$ cat src/rtl/srt4_quotient_fixup.sv
// SRT radix-4 quotient fix-up stage: on-the-fly conversion of signed digits into a
// binary quotient, final negative-remainder correction and remainder denormalization.
module srt4_quotient_fixup #(
    parameter int W  = 8,
    parameter int KW = 3
) (
    input  logic          clk,
    input  logic          rst,
    input  logic          start,
    input  logic          digit_valid,
    input  logic [2:0]    digit,
    input  logic          last,
    input  logic [W:0]    rem_in,
    input  logic [W-1:0]  divisor_n,
    input  logic [KW-1:0] k,
    output logic [W-1:0]  quotient,
    output logic [W-1:0]  remainder,
    output logic          busy,
    output logic          done,
    output logic          err
);

    localparam int CW = $clog2(W / 2 + 1);
    localparam logic [CW-1:0] HALF = CW'(W / 2);

    typedef enum logic [1:0] {
        S_IDLE,
        S_ACC,
        S_CORR,
        S_OUT
    } state_t;

    state_t        state_q, state_d;
    logic [W-1:0]  q_q, q_d;
    logic [W-1:0]  qm_q, qm_d;
    logic [CW-1:0] cnt_q, cnt_d;
    logic          err_q, err_d;
    logic [W:0]    p_q, p_d;
    logic [W-1:0]  div_q, div_d;
    logic [KW-1:0] k_q, k_d;
    logic [W-1:0]  quot_q, quot_d;
    logic [W-1:0]  rem_q, rem_d;

    logic          illegal;
    logic          full;
    logic          pos;
    logic [W:0]    r_sum;

    always_comb begin
        state_d = state_q;
        q_d     = q_q;
        qm_d    = qm_q;
        cnt_d   = cnt_q;
        err_d   = err_q;
        p_d     = p_q;
        div_d   = div_q;
        k_d     = k_q;
        quot_d  = quot_q;
        rem_d   = rem_q;

        illegal = (digit == 3'b011) || (digit == 3'b100) || (digit == 3'b101);
        full    = (cnt_q == HALF);
        pos     = !digit[2] && (digit[1:0] != 2'b00);
        r_sum   = p_q + (p_q[W] ? {1'b0, div_q} : {(W + 1){1'b0}});

        if (start) begin
            state_d = S_ACC;
            q_d     = '0;
            qm_d    = '1;
            cnt_d   = '0;
            err_d   = 1'b0;
        end else begin
            case (state_q)
                S_IDLE: state_d = S_IDLE;
                S_ACC: begin
                    if (digit_valid) begin
                        if (illegal || full) begin
                            err_d = 1'b1;
                        end else begin
                            // Low digit bits double as 4+d for negative d; QM takes d-1 mod 4.
                            q_d   = {(digit[2] ? qm_q[W-3:0] : q_q[W-3:0]), digit[1:0]};
                            qm_d  = {(pos ? q_q[W-3:0] : qm_q[W-3:0]), digit[1:0] - 2'd1};
                            cnt_d = cnt_q + 1'b1;
                        end
                        if (last) begin
                            state_d = S_CORR;
                            p_d     = rem_in;
                            div_d   = divisor_n;
                            k_d     = k;
                        end
                    end
                end
                S_CORR: begin
                    quot_d  = p_q[W] ? qm_q : q_q;
                    // A shift amount of W or more already yields zero.
                    rem_d   = r_sum[W-1:0] >> k_q;
                    state_d = S_OUT;
                end
                S_OUT: state_d = S_IDLE;
                default: state_d = S_IDLE;
            endcase
        end
    end

    always_ff @(posedge clk or posedge rst) begin
        if (rst) begin
            state_q <= S_IDLE;
            q_q     <= '0;
            qm_q    <= '1;
            cnt_q   <= '0;
            err_q   <= 1'b0;
            p_q     <= '0;
            div_q   <= '0;
            k_q     <= '0;
            quot_q  <= '0;
            rem_q   <= '0;
        end else begin
            state_q <= state_d;
            q_q     <= q_d;
            qm_q    <= qm_d;
            cnt_q   <= cnt_d;
            err_q   <= err_d;
            p_q     <= p_d;
            div_q   <= div_d;
            k_q     <= k_d;
            quot_q  <= quot_d;
            rem_q   <= rem_d;
        end
    end

    assign quotient  = quot_q;
    assign remainder = rem_q;
    assign busy      = (state_q == S_ACC) || (state_q == S_CORR);
    assign done      = (state_q == S_OUT);
    assign err       = err_q;

endmodule

$ cat config.mk
export PLATFORM = sky130hd
export DESIGN_NAME = srt4_quotient_fixup
export DESIGN_NICKNAME = d
export VERILOG_FILES = /design/src/rtl/srt4_quotient_fixup.sv
export SDC_FILE = /design/constraint.sdc
export NUM_CORES = 1
export LEC_CHECK = 0
export CAP_MARGIN = 20
export CORE_ASPECT_RATIO = 1.75
export CORE_MARGIN = 4
export CORE_UTILIZATION = 55
export DETAILED_ROUTE_END_ITERATION = 12
export PLACE_DENSITY = 0.81
export SYNTH_ARGS = -nofsm -noshare
export SYNTH_HDL_FRONTEND = slang
export SYNTH_SLANG_ARGS = --single-unit
export TNS_END_PERCENT = 1
$ cat constraint.sdc
create_clock -name clk -period 3.2 [get_ports clk]
set_input_delay 0.96 -clock clk [delete_from_list [all_inputs] [get_ports clk]]
set_output_delay 0.96 -clock clk [all_outputs]
set_load 0.1 [all_outputs]
==> flow_summary.ini, run 1 <==
[die]
core_um2 = 5680
start_util_pct = 57.3
chipHeight_um = 110
pin_count = 47
row_count = 36
dieArea_um2 = 7260
die_x_um = 66.1

[logic_synthesis]
yosys.cell_types.count = 54
syn-num-nets = 356
synth_top_area_share_pct = 38.5
synth_ff_type = dfrtp_1
ys_top_cells_by_area = dfrtp_1, mux2_2, dfstp_2, ha_1, mux2i_1
synth_area_leader_cell = dfrtp_1
ys_async_sr_fraction_pct = 100
synth_seq_cells = 58
synth_area_per_cell_um2 = 10.5
synth_edf_count = 0
netlist_instances = 311
netlist_area_um2 = 3250
ys.warnings.count = 0
seq_area_frac_synth_pct = 44.9

[sta]
worst_slack_ns = 0.468
period_share_pct = 85.4
fin_crit_ns = 2.73
slew_viol_final = 0
hold_viol = 0
tns_ns = 0
tightest_slew_ns = 0.743
fmax_mhz = 366
relSlewSlack_pct = 50.5
fin_skew_ns = 0.00819
rsz0062_at_grt = false
setup_viol = 0

[setup_path]
r2r_slack_ns = 0.56
reg2reg_to = remainder[0]
r2r-start = p_q[8]
crit_start = digit[0]
slowest_delay_ns = 0.51
crit_type = in -> reg
cp_data_arrival_time_ns = 2.99
critPathBufInv = 2
crit_fanout = 17
reg2regPathDepth = 9
endpoint_kind = flip-flop
critPathRequiredTime_ns = 3.45
crit_path_top_delay_cell = or2_1
path_cells = clkdlybuf4s50_1 > inv_1 > ha_1 > nor3b_1 > o21ai_1 > or2_1 > a21oi_1 > a211o_1
cp_top_family = compound AO/OA/AOI/OAI gates
crit_path_start_kind = input pin

[pwr]
p_sw_share_pct = 48.0
p_leak_uw = 0.00177
netSwitchingPower_uw = 2000
p_per_area_nw_per_um2 = 1070
peakVddDrop_v = 0.000594
combinationalPowerShare_pct = 56.8
p_int_uw = 2170
p_seq_share_pct = 28.4
clock_power_share_pct = 14.8
p_total_uw = 4170

[cells_and_area]
regArea_um2 = 1460
fin_nets = 404
final_cell_mix = dfrtp_1, nand2_1, clkdlybuf4s50_1
drive_above_1_share_pct = 21.7
multi_input_area_um2 = 1670
nFillCells = 478
post-route-util_pct = 69.0
layout_commonest_cell = dfrtp_1
n_antenna_cell = 0
synthToLayoutAreaGrowth_pct = 20.5
final_area_um2 = 3920

[place]
hpwl_um = 5290
io_buffers = 46
dp_slack_ns = 0.138
gp_congestion = 0.891
dpl_cell_area_um2 = 3740

[routing]
wl_per_cell_um = 16.3
drt_pre_antenna_iters = 4
dr_total_vias = 2511
antenna_left = 0
via_per_inst = 5.71
drcViolationCount = 0
dr.first_iter.drc_count = 119
wl_um = 7180

[cts]
post_cts_buffers = 0
clk_pin_slew_ns = 0.06
clock_latency_ns = 0.33
cts_root_buffer = clkbuf_8
cts_resized = 0
cts_buffers = 9
hold_buffers = 0
cts_tree = yes
h-tree-depth = 3
clock_sinks = 58
cts_buffer_depth = 2

[worst_hold_path]
holdCritPathClass = reg -> reg
min_path_cells = 2
hold_end = quotient[6]
worstHoldStart = quotient[6]

[global_routing]
antenna_found_initial = 0
grt-ovfl-total = 0
grt_util_all_layers_pct = 22.0
grt_pass1_vias = 2554
grt_pass1_wl_um = 12200
grt_max_degree = 59

[status]
outcome = completed

[job]
maxCapViolations = 0
cell families after synthesis:
logic type / count (synthesis) / share of synthesized area, %
adders and majority gates: 17 / 6.77
muxes: 38 / 13.3
AOI/OAI and AO/OA: 77 / 16.5
xor gates and xnor gates: 7 / 1.89
buffers and inverters: 27 / 3.58
and+or+nand+nor: 87 / 13.0
DFF: 58 / 44.9
sequential cells by signal, summed over array words and instances, names as in the netlist, 2 cells and up:
signal	cells
p_q	9
div_q	8
q_q	8
qm_q	8
quotient	8
remainder	8
cnt_q	3
k_q	3
state_q	2
final cells by class:
cell class	count	share of cell area, %
repair buffers	53	11.9
clock buffers	16	4.60
inverters	11	1.05
well taps	76	2.43
multi-input cells	226	42.7
flip-flops and latches	58	37.3
worst reg2reg max path: stages, from the launching register on:
cell and delay [ns]:
dfrtp_1 0.40, buf_4 0.22, and2_1 0.19, ha_1 0.36
a211o_1 0.37, a311oi_1 0.30, o41ai_1 0.14, a31o_1 0.21
a31oi_1 0.23, o21ai_1 0.11
through the flow:
step	instances	hold slack (ns)
floorplan	311	0.471
global placement	424	0.470
detailed placement	424	0.476
CTS	440	0.492
global route	440	0.512
finish	440	0.482
synthesized netlist by cell type, types with 8 or more instances:
master and n:
a211o_1 10, clkbuf_1 8, inv_1 11, a211oi_1 9, dfrtp_1 50, o21ai_0 18
mux2_2 21, nand2_1 34, dfstp_2 8, mux2i_1 15, ha_1 16, nor2_1 20
a21oi_1 12
how the worst max path moves through the flow:
stage / endpoint / depth (start not counted) / slack, ns
after floorplan: remainder[1] / 11 / 0.45
after global placement: qm_q[7] / 7 / 0.23
after detailed placement: qm_q[1] / 8 / 0.14
after CTS: qm_q[1] / 8 / 0.50
after global routing: qm_q[3] / 8 / 0.28
final: qm_q[5] / 8 / 0.47
power by group through the flow:
stage	clock network [uW]	logic (uW)	registers (uW)
after floorplan	0	1330	1730
after global placement	0	2350	1180
after detailed placement	0	2380	1200
after CTS	630	2390	1190
after global routing	663	2570	1220
final	618	2370	1180
per-layer routing:
layer  part of all wire, %  global-route usage [%]
met3                   2.9                    4.70
met5                     0                       0
met1                    38                    24.4
met2                    56                    39.6
met4                   2.7                    9.59
Power figures use the tool's default switching activity.
==> run 2, diff against run 1 <==
- RECOVER_POWER: unset -> 25
- SKIP_CTS_REPAIR_TIMING: unset -> 1
==> flow_summary.ini, run 2 (same netlist as run 1, synthesis figures left out) <==
[cts]
clock_sinks = 58
cts_buffers = 9
clock_latency_ns = 0.33
clk_pin_slew_ns = 0.06
cts_buffer_depth = 2
cts_root_buffer = clkbuf_8
cts_tree = yes
h-tree-depth = 3

[cells_and_area]
largest_reg_flops = 9
synthToLayoutAreaGrowth_pct = 20.4
nFillCells = 477
top_register = p_q
final_cell_mix = dfrtp_1, nand2_1, clkdlybuf4s50_1
drive_above_1_share_pct = 21.4
fin_nets = 404
n_antenna_cell = 0
finalNonFillerCells = 440
layout_commonest_cell = dfrtp_1

[routing]
via_per_inst = 5.71
drcViolationCount = 0
wl_um = 7170
wl_per_cell_um = 16.3
drt_pre_antenna_iters = 4
antenna_left = 0
dr_total_vias = 2511
dr.first_iter.drc_count = 118

[sta]
rsz0062_at_grt = false
period_share_pct = 85.4
setup_viol = 0
fin_skew_ns = 0.00821
fmax_mhz = 366
hold_viol = 0
fin_crit_ns = 2.73
slew_viol_final = 0
tns_ns = 0
tightest_slew_ns = 1.44
relSlewSlack_pct = 3.80

[global_routing]
grt_pass1_vias = 2554
grt_util_all_layers_pct = 22.0
grt-ovfl-total = 0
grt_pass1_wl_um = 12200
antenna_found_initial = 0
grt_max_degree = 59

[die]
die_x_um = 66.1
pin_count = 47
core_um2 = 5680
dieArea_um2 = 7260
start_util_pct = 57.3
row_count = 36
chipHeight_um = 110

[worst_hold_path]
holdCritPathClass = reg -> reg

[setup_path]
crit_path_start_kind = input pin
critPathRequiredTime_ns = 3.45
crit_fanout = 17
crit_type = in -> reg
endpoint_kind = flip-flop
slowest_delay_ns = 0.51
cp_data_arrival_time_ns = 2.99
crit_path_top_delay_cell = or2_1
cp_top_family = compound AO/OA/AOI/OAI gates
critPathBufInv = 2
path_cells = clkdlybuf4s50_1 > inv_1 > ha_1 > nor3b_1 > o21ai_1 > or2_1 > a21oi_1 > a211o_1

[place]
io_buffers = 46
hpwl_um = 5290
gp_congestion = 0.891
dp.cells = 424

[status]
outcome = completed

[pwr]
p_per_area_nw_per_um2 = 1070
p_total_uw = 4170
p_leak_uw = 0.00177
peakVddDrop_v = 0.000594

[job]
maxCapViolations = 0
run 2: cell count changes in the layout (fill, tap and decap cells not counted):
cell | before | now
clkinv_1 | 0 | 1
buf_4 | 26 | 25
dlygate4sd3_1 | 0 | 1
clkbuf_2 | 0 | 1
clkdlybuf4s50_1 | 27 | 26
inv_2 | 1 | 0
run 2: cell type report:
type | instances | area (um2) | share of cell area (%)
sequential | 58 | 1460 | 37.3
tap | 76 | 95.1 | 2.43
inverter | 11 | 41.3 | 1.05
multi-input combinational | 226 | 1670 | 42.8
clock buffer | 16 | 180 | 4.60
timing repair buffer | 53 | 463 | 11.8
run 2: metrics by stage:
| stage | util (%) | area, um2 | hold slack, ns | worst slack (ns) |
|---|---|---|---|---|
| after floorplan | - | 3250 | 0.471 | 0.445 |
| after global placement | 65.9 | 3740 | 0.470 | 0.235 |
| after detailed placement | 65.9 | 3740 | 0.476 | 0.138 |
| after CTS | 69.0 | 3920 | 0.492 | 0.500 |
| after global routing | 69.0 | 3920 | 0.512 | 0.279 |
| final | 69.0 | 3920 | 0.482 | 0.467 |
run 2: worst register-to-register path, delay by kind of cell, from the launching register on:
family / cells / cell delay [ns]
simple gates: 1 / 0.19
flops: 1 / 0.40
compound gates: 6 / 1.36
buf+inv: 1 / 0.22
fa+ha+maj: 1 / 0.36
run 2: worst paths after layout:
kind,startpoint,endpoint,slack (ns),cells after the start
setup reg to reg,p_q[8],remainder[0],0.56,9
max in group asynchronous,rst,quotient[4],0.77,3
hold / removal,quotient[6],quotient[6],0.48,2
min in group asynchronous,rst,remainder[4],1.56,3
hold reg to reg,quotient[6],quotient[6],0.48,2
setup / recovery,digit[0],qm_q[5],0.47,8
run 2: power by group:
group | total (uW) | internal (uW) | switching (uW) | leakage [uW]
registers | 1180 | 983 | 201 | 0.000717
logic | 2370 | 840 | 1530 | 0.000957
clock network | 618 | 346 | 271 | 0.0000910
total | 4170 | 2170 | 2000 | 0.00177
run 2: layer usage:
metal  routed length, um  global-route usage [%]  vias up
met3                 211                    4.70       15
met4                 195                    9.59        0
li1                    -                       -     1209
met1                2720                    24.4     1233
met2                4050                    39.6       54
met5                   0                       0        -
==> run 3, diff against run 2 <==
- CORE_ASPECT_RATIO: 1.75 -> 0.75
- HOLD_SLACK_MARGIN: unset -> 0.02
==> flow_summary.ini, run 3 (same netlist as run 1, synthesis figures left out) <==
[status]
outcome = completed

[cts]
clk_pin_slew_ns = 0.07
cts_buffer_depth = 2
cts_root_buffer = clkbuf_8
clock_latency_ns = 0.35
clock_sinks = 58
cts_tree = yes
cts_buffers = 9
h-tree-depth = 3

[setup_path]
crit_fanout = 17
crit_path_start_kind = input pin
reg2regPathDepth = 9
path_depth = 8
cp_data_arrival_time_ns = 2.99
slowest_delay_ns = 0.49
endpoint_kind = flip-flop
cp_top_family = compound AO/OA/AOI/OAI gates
critPathRequiredTime_ns = 3.47
crit_path_top_delay_cell = or2_1
crit_type = in -> reg
path_cells = clkdlybuf4s50_1 > inv_1 > ha_1 > nor3b_1 > o21ai_1 > or2_1 > a21oi_1 > a211o_1
critPathBufInv = 2

[worst_hold_path]
holdCritPathClass = reg -> reg
min_path_cells = 2

[cells_and_area]
top_register = p_q
post-route-util_pct = 71.5
final_cell_mix = dfrtp_1, nand2_1, clkdlybuf4s50_1, buf_4, mux2_2
drive_above_1_share_pct = 22.5
synthToLayoutAreaGrowth_pct = 21.5
finalNonFillerCells = 439
largest_reg_flops = 9
final_area_um2 = 3950
layout_commonest_cell = dfrtp_1
fin_nets = 404
n_antenna_cell = 0

[pwr]
p_per_area_nw_per_um2 = 1100
p_leak_uw = 0.00178
peakVddDrop_v = 0.000686

[routing]
dr_total_vias = 2516
via_per_inst = 5.73
wl_per_cell_um = 16.2
drcViolationCount = 0
dr.first_iter.drc_count = 162
antenna_left = 0
drt_pre_antenna_iters = 5
wl_um = 7110

[sta]
period_share_pct = 84.7
setup_viol = 0
tightest_slew_ns = 1.41
hold_viol = 0
slew_viol_final = 0
relSlewSlack_pct = 6.31
rsz0062_at_grt = false
worst_slack_ns = 0.489
fin_crit_ns = 2.71
tns_ns = 0
fin_skew_ns = 0.00817
fmax_mhz = 369

[global_routing]
grt-ovfl-total = 0
antenna_found_initial = 0
grt_pass1_wl_um = 11900
grt_util_all_layers_pct = 21.0
grt_pass1_vias = 2439
grt_max_degree = 59

[die]
die_x_um = 96.8
start_util_pct = 58.9
row_count = 23
core_um2 = 5530
chipHeight_um = 74.6
pin_count = 47
dieArea_um2 = 7220

[place]
dp_slack_ns = 0.159
io_buffers = 46
gp_congestion = 0.825
hpwl_um = 5060
dp.cells = 423
dpl_cell_area_um2 = 3740

[job]
maxCapViolations = 0
-- run 3: cell types whose count changed in the layout (fill, tap and decap cells not counted), sizes merged --
cell | before | now
bufinv | 0 | 2
clkbuf | 17 | 10
clkdlybuf4s50 | 26 | 25
clkinv | 1 | 4
clkinvlp | 0 | 2
dlygate4sd3 | 1 | 2
-- run 3: metal layers --
metal,up-vias,track usage (%),share of wire (%)
li1,1212,-,-
met1,1192,30.3,49
met2,103,30.2,42
met3,9,7.22,8.3
met4,0,6.39,1.0
met5,-,0,0
-- run 3: final cells by class --
cell class | instances | area (um2)
Fill cell | 417 | 1570
Timing Repair Buffer | 53 | 463
Tap cell | 75 | 93.8
Inverter | 11 | 41.3
Clock inverter | 7 | 93.8
Multi-Input combinational cell | 226 | 1670
Clock buffer | 9 | 124
Sequential cell | 58 | 1460
-- run 3: worst paths after layout --
kind,from,end,slack [ns]
worst max-delay path,digit[0],qm_q[3],0.49
worst min-delay path,quotient[4],quotient[4],0.48
worst max register to register,p_q[8],remainder[4],0.52
worst min register to register,quotient[4],quotient[4],0.48
max in group asynchronous,rst,quotient[2],0.84
min in group asynchronous,rst,div_q[5],1.52
-- run 3: worst reg2reg max path, delay by kind of cell, from the launching register on --
family	cells	cell delay [ns]
adders and majority gates	2	0.64
DFF	1	0.44
AOI/OAI and AO/OA	6	1.31
and+or+nand+nor	1	0.17
-- run 3: through the flow --
step / hold WS [ns] / total power, uW
floorplan: 0.471 / 3060
global placement: 0.463 / 3510
detailed placement: 0.473 / 3570
CTS: 0.490 / 4350
global route: 0.513 / 4590
finish: 0.484 / 4350
-- run 3: report_power, final --
group | internal [uW] | switching (uW)
sequential | 982 | 209
clock | 436 | 312
combinational | 845 | 1570
total | 2260 | 2090
